`src/rtl/titan_pkg.sv`:
```
// rtl/titan_pkg.sv - shared types and constants for the SPI register sequencer
package titan_pkg;
   typedef enum logic [1:0] {FR_IDLE, FR_CMD, FR_WRITE, FR_READ} frame_state_t;
   typedef enum logic {BUS_IDLE, BUS_BUSY} bus_state_t;

   // Command bit 7 set selects a read; clear selects a write.
   localparam int CMD_RW_BIT = 7;

   localparam int ERR_TIMEOUT  = 0;
   localparam int ERR_OVERRUN  = 1;
   localparam int ERR_UNDERRUN = 2;

   localparam logic [7:0] TX_FILL = 8'hFF;
endpackage

```
`src/rtl/bus_req_timer.sv`:
```
// rtl/bus_req_timer.sv - req/ack handshake with a saturating timeout counter
module bus_req_timer import titan_pkg::*; #(
   parameter int TIMEOUT = 255
) (
   input  logic clk,
   input  logic rst_n,
   input  logic start,
   input  logic ack,
   output logic req,
   output logic done,
   output logic timeout
);
   localparam int CW = $clog2(TIMEOUT + 1);

   bus_state_t    state;
   logic [CW-1:0] cnt;

   assign req     = (state == BUS_BUSY);
   assign done    = req & ack;
   // The request is held for exactly TIMEOUT cycles when no ack arrives.
   assign timeout = req & ~ack & (cnt == CW'(TIMEOUT - 1));

   always_ff @(posedge clk or negedge rst_n) begin
      if (!rst_n) begin
         state <= BUS_IDLE;
         cnt   <= '0;
      end else begin
         case (state)
            BUS_IDLE: if (start) begin
               state <= BUS_BUSY;
               cnt   <= '0;
            end
            BUS_BUSY: begin
               if (ack || cnt == CW'(TIMEOUT - 1))
                  state <= BUS_IDLE;
               else if (cnt != CW'(TIMEOUT))
                  cnt <= cnt + 1'b1;
            end
            default: state <= BUS_IDLE;
         endcase
      end
   end
endmodule

```
`src/rtl/spi_reg_sequencer.sv`:
```
// rtl/spi_reg_sequencer.sv - SPI frame decoder driving register-bus bursts
module spi_reg_sequencer import titan_pkg::*; #(
   parameter int ADDR_W   = 7,
   parameter int DATA_W   = 32,
   parameter int TIMEOUT  = 255,
   parameter int AUTO_INC = 1
) (
   input  logic              sys_clock_i,
   input  logic              sys_reset_ni,
   input  logic              frame_active_i,
   input  logic              rx_valid_i,
   input  logic [7:0]        rx_byte_i,
   input  logic              tx_ready_i,
   output logic [7:0]        tx_byte_o,
   output logic              bus_req_o,
   output logic              bus_we_o,
   output logic [ADDR_W-1:0] bus_addr_o,
   output logic [DATA_W-1:0] bus_wdata_o,
   input  logic [DATA_W-1:0] bus_rdata_i,
   input  logic              bus_ack_i,
   output logic [2:0]        err_o,
   input  logic              err_clear_i
);
   localparam int NB = DATA_W / 8;
   localparam int BW = $clog2(NB + 1);

   frame_state_t      state;
   logic [ADDR_W-1:0] addr, cmd_addr, addr_inc;
   logic [DATA_W-1:0] wr_shift, wr_word, tx_shift, tx_shift_d, pf_word, rd_word;
   logic [BW-1:0]     wr_cnt, tx_left, tx_left_d;
   logic              pf_valid, pf_take, rd_pending, rd_to_tx;
   logic              rx_take, word_full, start_wr, start_rd, next_is_read;
   logic              bus_done, bus_timeout, rd_arrive, underrun;
   logic [2:0]        err_evt;

   assign rx_take   = rx_valid_i & frame_active_i;
   assign cmd_addr  = ADDR_W'(rx_byte_i[6:0]);
   assign addr_inc  = addr + ADDR_W'(AUTO_INC);
   assign wr_word   = (wr_shift << 8) | DATA_W'(rx_byte_i);
   assign word_full = (state == FR_WRITE) & rx_take & (wr_cnt == BW'(NB - 1));
   assign start_wr  = word_full & ~bus_req_o;
   // Reads launch straight from the command byte, then refill whenever the prefetch slot is empty.
   assign start_rd  = ~bus_req_o & frame_active_i &
                      (((state == FR_CMD) & rx_valid_i & rx_byte_i[CMD_RW_BIT]) |
                       ((state == FR_READ) & ~rd_pending & ~pf_valid));
   assign next_is_read = frame_active_i &
                      ((state == FR_READ) | ((state == FR_CMD) & rx_valid_i & rx_byte_i[CMD_RW_BIT]));
   assign rd_arrive = rd_pending & (bus_done | bus_timeout);
   assign rd_word   = bus_done ? bus_rdata_i : '1;
   assign underrun  = (state == FR_READ) & frame_active_i & tx_ready_i & (tx_left == '0);

   assign err_evt[ERR_TIMEOUT]  = bus_timeout;
   assign err_evt[ERR_OVERRUN]  = word_full & bus_req_o;
   assign err_evt[ERR_UNDERRUN] = underrun;

   bus_req_timer #(.TIMEOUT(TIMEOUT)) u_timer (
      .clk     (sys_clock_i),
      .rst_n   (sys_reset_ni),
      .start   (start_rd | start_wr),
      .ack     (bus_ack_i),
      .req     (bus_req_o),
      .done    (bus_done),
      .timeout (bus_timeout)
   );

   always_comb begin
      tx_shift_d = tx_shift;
      tx_left_d  = tx_left;
      pf_take    = 1'b0;
      rd_to_tx   = 1'b0;
      if (state == FR_READ && frame_active_i) begin
         if (tx_ready_i && tx_left != '0) begin
            if (tx_left != BW'(1)) begin
               tx_shift_d = tx_shift << 8;
               tx_left_d  = tx_left - 1'b1;
            end else if (pf_valid) begin
               tx_shift_d = pf_word;
               tx_left_d  = BW'(NB);
               pf_take    = 1'b1;
            end else begin
               tx_left_d = '0;
            end
         end
         if (rd_arrive && tx_left_d == '0) begin
            tx_shift_d = rd_word;
            tx_left_d  = BW'(NB);
            rd_to_tx   = 1'b1;
         end
      end else begin
         tx_left_d = '0;
      end
   end

   always_ff @(posedge sys_clock_i or negedge sys_reset_ni) begin
      if (!sys_reset_ni) begin
         state       <= FR_IDLE;
         addr        <= '0;
         wr_shift    <= '0;
         wr_cnt      <= '0;
         tx_shift    <= '0;
         tx_left     <= '0;
         pf_word     <= '0;
         pf_valid    <= 1'b0;
         rd_pending  <= 1'b0;
         tx_byte_o   <= 8'h00;
         bus_we_o    <= 1'b0;
         bus_addr_o  <= '0;
         bus_wdata_o <= '0;
         err_o       <= '0;
      end else begin
         tx_shift  <= tx_shift_d;
         tx_left   <= tx_left_d;
         tx_byte_o <= next_is_read ? ((tx_left_d != '0) ? tx_shift_d[DATA_W-1 -: 8] : TX_FILL) : 8'h00;
         err_o     <= (err_clear_i ? 3'b000 : err_o) | err_evt;

         if (start_wr || start_rd) begin
            bus_we_o    <= start_wr;
            bus_addr_o  <= (state == FR_CMD) ? cmd_addr : addr;
            bus_wdata_o <= start_wr ? wr_word : '0;
         end
         if (start_rd)
            rd_pending <= 1'b1;
         else if (rd_arrive)
            rd_pending <= 1'b0;
         if (pf_take)
            pf_valid <= 1'b0;
         if (rd_arrive && !rd_to_tx) begin
            pf_word  <= rd_word;
            pf_valid <= 1'b1;
         end

         // Frame end wins over everything above; an in-flight request finishes unobserved.
         if (!frame_active_i) begin
            state      <= FR_IDLE;
            wr_cnt     <= '0;
            pf_valid   <= 1'b0;
            rd_pending <= 1'b0;
         end else begin
            case (state)
               FR_IDLE: state <= FR_CMD;
               FR_CMD: if (rx_valid_i) begin
                  addr   <= cmd_addr;
                  wr_cnt <= '0;
                  state  <= rx_byte_i[CMD_RW_BIT] ? FR_READ : FR_WRITE;
               end
               FR_WRITE: if (rx_valid_i) begin
                  wr_shift <= wr_word;
                  if (word_full) begin
                     wr_cnt <= '0;
                     addr   <= addr_inc;
                  end else begin
                     wr_cnt <= wr_cnt + 1'b1;
                  end
               end
               FR_READ: if (rd_arrive) addr <= addr_inc;
               default: state <= FR_IDLE;
            endcase
         end
      end
   end
endmodule

```
`config.mk`:
```
export PLATFORM = sky130hd
export DESIGN_NAME = spi_reg_sequencer
export DESIGN_NICKNAME = d
export VERILOG_FILES = /design/src/rtl/titan_pkg.sv /design/src/rtl/bus_req_timer.sv /design/src/rtl/spi_reg_sequencer.sv
export SDC_FILE = /design/constraint.sdc
export NUM_CORES = 1
export LEC_CHECK = 0
export ABC_AREA = 1
export BUFFER_PORTS_ARGS = -buffer_cell sky130_fd_sc_hd__clkbuf_2
export CORE_UTILIZATION = 40
export CTS_BUF_LIST = sky130_fd_sc_hd__clkbuf_4 sky130_fd_sc_hd__clkbuf_8 sky130_fd_sc_hd__clkbuf_16
export CTS_CLUSTER_DIAMETER = 80
export DETAILED_ROUTE_END_ITERATION = 8
export PLACE_DENSITY_LB_ADDON = 0.15
export SYNTH_ARGS = -nofsm -noshare
export SYNTH_HDL_FRONTEND = slang
export SYNTH_SLANG_ARGS = --single-unit
```
`constraint.sdc`:
```
create_clock -name sys_clock_i -period 2.7 [get_ports sys_clock_i]
set_input_delay 0.54 -clock sys_clock_i [delete_from_list [all_inputs] [get_ports sys_clock_i]]
set_output_delay 0.54 -clock sys_clock_i [all_outputs]
set_load 0.02 [all_outputs]
```
==> impl_metrics.env <==
export IMPL_nets=1130
export IMPL_top_layer_used="met4"
export IMPL_cts_sinks=165
export IMPL_fmax_ghz=0.4214
export IMPL_first_iter_violations=384
export IMPL_cp_arrival_ns=2.67
export IMPL_fin_util_pct=48.63
export IMPL_ys_warn_count=0
export IMPL_reg2reg_depth=12
export IMPL_post_route_min_period_ns=2.373
export IMPL_hold_violations=0
export IMPL_hold_class="primary input to asynchronous set/reset pin"
export IMPL_p_sw_mw=2.343
export IMPL_end_kind="register"
export IMPL_post_route_period_util_pct=87.89
export IMPL_r2r_end="pf_word[24]$_DFFE_PN0P_"
export IMPL_finClkSkew_ns=0.01301
export IMPL_cts_max_path_buffers=2
export IMPL_power_frac_comb_pct=18.5
export IMPL_synth_top_area_share_pct=52.74
export IMPL_antenna_found_initial=0
export IMPL_rows=50
export IMPL_globalRouteTotalUtil_pct=19.51
export IMPL_syn_inst=976
export IMPL_criticalPathCategory="register to register"
export IMPL_worstMarginPinSlew_ns=0.5282
export IMPL_cts_root_buf="clkbuf_16"
export IMPL_wl_met2_um=8404
export IMPL_path_clk_slew_ns=0.07
export IMPL_drive_gt1_share_pct=17.97
export IMPL_p_int_mw=4.802
export IMPL_die_h_um=141.9
export IMPL_ys_ff_latch=165
export IMPL_cts_made_buffers=17
export IMPL_overflow=0
export IMPL_synthFlopType="dfrtp_1"
export IMPL_fillers=1918
export IMPL_async_reset_ff_share_pct=100.0
export IMPL_cp_startpoint="tx_left[0]$_DFF_PN0_"
export IMPL_diodes=0
export IMPL_wirelength_met1_um=9022
export IMPL_final_setup_tns_ns=0
export IMPL_vias=6417
export IMPL_drt_total_wl_um=18470
export IMPL_synth_most_common_cell="nand2_1"
export IMPL_ioPinCount=99
export IMPL_route_antenna_remaining_nets=0
export IMPL_p_leak_nw=4.839
export IMPL_reg2reg_from="tx_left[0]$_DFF_PN0_"
export IMPL_grt_max_degree=54
export IMPL_outcome="finished clean"
export IMPL_die_w_um=141.9
export IMPL_die_area_sq_um=20140
export IMPL_first_pass_iters=5
export IMPL_hold_buffers=0
export IMPL_grt_setup_unrepaired="no"
export IMPL_initial_core_util_pct=41.30
export IMPL_insertion_delay_ns=0.43
export IMPL_wl_per_cell_um=13.74
export IMPL_yosysUniqueCellTypes=35
export IMPL_max_slew_margin_pct=64.79
export IMPL_cts_tree="yes"
export IMPL_synth_area_leaders="dfrtp_1 (53%), nand2_1 (17%), o21ai_0 (6.9%)"
export IMPL_synth_area_leader_cell="dfrtp_1"
export IMPL_cts_resized_gates=0
export IMPL_drc_errors=0
export IMPL_synth_edf_count=0
export IMPL_power_share_switching_pct=32.79
export IMPL_crit_required_ns=3.00
export IMPL_cts_setup_buffers=0
export IMPL_coreArea_sq_um=18960
export IMPL_power_density_nw_per_um2=775.2
export IMPL_irDropWorstVdd_mv=0.4544
export IMPL_cap_violations=0
export IMPL_syn_avg_cell_area_sq_um=8.021
export IMPL_r2r_slack_ns=0.33
export IMPL_via_per_inst=4.771
export IMPL_dp_slack_ns=0.3484
export IMPL_grt_pass1_wl_um=30890
export IMPL_hpwlAfterDp_um=12740
export IMPL_seqPwrFrac_pct=47.4
export IMPL_wl_met3_um=732
export IMPL_synth_common_cells="nand2_1 (361), dfrtp_1 (165), o21ai_0 (108), inv_1 (74), nor2_1 (59)"
export IMPL_setup_viol=0
export IMPL_syn_num_nets=1034
export IMPL_gp_congestion=0.8205
export IMPL_dp_cells=1313
export IMPL_drv_slew=0
export IMPL_p_clk_share_pct=34.0
export IMPL_instances_no_fill=1345
export IMPL_setup_slack_ns=0.3270
export IMPL_start_kind="register"
export IMPL_grt_pass1_vias=6115
export IMPL_port_buffers=98
export IMPL_syn_area_sq_um=7829
export IMPL_critPathMaxFanout=14
export IMPL_area_growth_syn_to_layout_pct=17.74
export IMPL_ys_seq_area_share_pct=52.74
export IMPL_htree_levels=4
## layer usage
| metal | vias to the layer above | global-route usage [%] |
|---|---|---|
| met3 | 22 | 4.117 |
| met4 | 0 | 6.452 |
| met5 | - | 0 |
| met1 | 2964 | 27.15 |
| li1 | 3297 | - |
| met2 | 134 | 30.28 |
## power by group through the flow
stage / clock network, mW / logic [mW] / registers (mW)
6_report: 2.43 / 1.32 / 3.39
5_1_grt: 2.61 / 1.54 / 3.46
4_1_cts: 2.49 / 1.35 / 3.39
3_5_place_dp: 0 / 1.35 / 3.43
3_3_place_gp: 0 / 1.31 / 3.43
2_1_floorplan: 0 / 0.865 / 3.44
## through the flow
step	power, mW	hold slack, ns	instance area (sq um)
6_report	7.145	0.05521	9218
5_1_grt	7.616	0.07162	9218
4_1_cts	7.232	0.06814	9218
3_5_place_dp	4.772	0.4638	8617
3_3_place_gp	4.744	0.4558	8617
2_1_floorplan	4.301	0.2444	7829
## flip-flops by register name, indices dropped and copies added (netlist names)
register,flops
u_timer.cnt,8
err_o,3
bus_wdata_o,32
rd_pending,1
tx_byte_o,8
addr,7
tx_left,3
wr_cnt,3
tx_shift,32
state,2
u_timer.req,1
bus_we_o,1
pf_word,32
pf_valid,1
bus_addr_o,7
wr_shift,24
## cell families (layout without fill, tap and decap cells)
family / Yosys count / count (layout) / synth area share (%)
and+or+nand+nor: 506 / 506 / 26.47
AOI/OAI and AO/OA: 164 / 164 / 11.54
adders and majority gates: 11 / 11 / 1.758
buffers and inverters: 124 / 233 / 6.824
DFF: 165 / 165 / 52.74
xor gates and xnor gates: 6 / 6 / 0.6712
## how the worst max path moves through the flow
| stage | cells past startpoint | slack [ns] | end |
|---|---|---|---|
| 5_1_grt | 13 | 0.05 | pf_word[24]$_DFFE_PN0P_ |
| 3_3_place_gp | 12 | 0.41 | pf_word[24]$_DFFE_PN0P_ |
| 2_1_floorplan | 14 | 0.79 | pf_word[10]$_DFFE_PN0P_ |
| 3_5_place_dp | 12 | 0.35 | pf_word[24]$_DFFE_PN0P_ |
| 6_report | 12 | 0.33 | pf_word[24]$_DFFE_PN0P_ |
| 4_1_cts | 12 | 0.33 | pf_word[24]$_DFFE_PN0P_ |
## layout make-up
class | count | area (sq um) | area share (%)
Sequential cell | 165 | 4129 | 44.79
Multi-Input combinational cell | 687 | 3166 | 34.34
Clock buffer | 17 | 425.4 | 4.615
Timing Repair Buffer | 121 | 694.4 | 7.534
Clock inverter | 15 | 175.2 | 1.900
Inverter | 80 | 302.8 | 3.285
Tap cell | 260 | 325.3 | 3.529
## placed cells by master (no fill, tap or decap), drive strengths merged, types with 3 or more instances in the layout
cell | netlist | layout
buf | 18 | 24
clkbuf | 26 | 114
o22ai | 3 | 3
nand2 | 374 | 374
nor2 | 64 | 64
nand4 | 4 | 4
o21ai | 124 | 124
nand3 | 49 | 49
dfrtp | 165 | 165
or2 | 8 | 8
inv | 79 | 88
xor2 | 4 | 4
o31ai | 5 | 5
ha | 11 | 11
a21oi | 20 | 20
a31oi | 7 | 7
clkinv | 1 | 6
nor3 | 6 | 6
## worst max-delay path, stage by stage, from the launching register on
cell and delay (ns):
dfrtp_1 0.41, inv_1 0.14, ha_1 0.22, nand2_2 0.09
nand2_2 0.21, nand2_1 0.08, nand2_1 0.09, nand2_1 0.07
nor2_2 0.17, nand2_1 0.08, nand2_2 0.26, buf_4 0.31
o21ai_0 0.11
(Power assumes the default switching activity.)
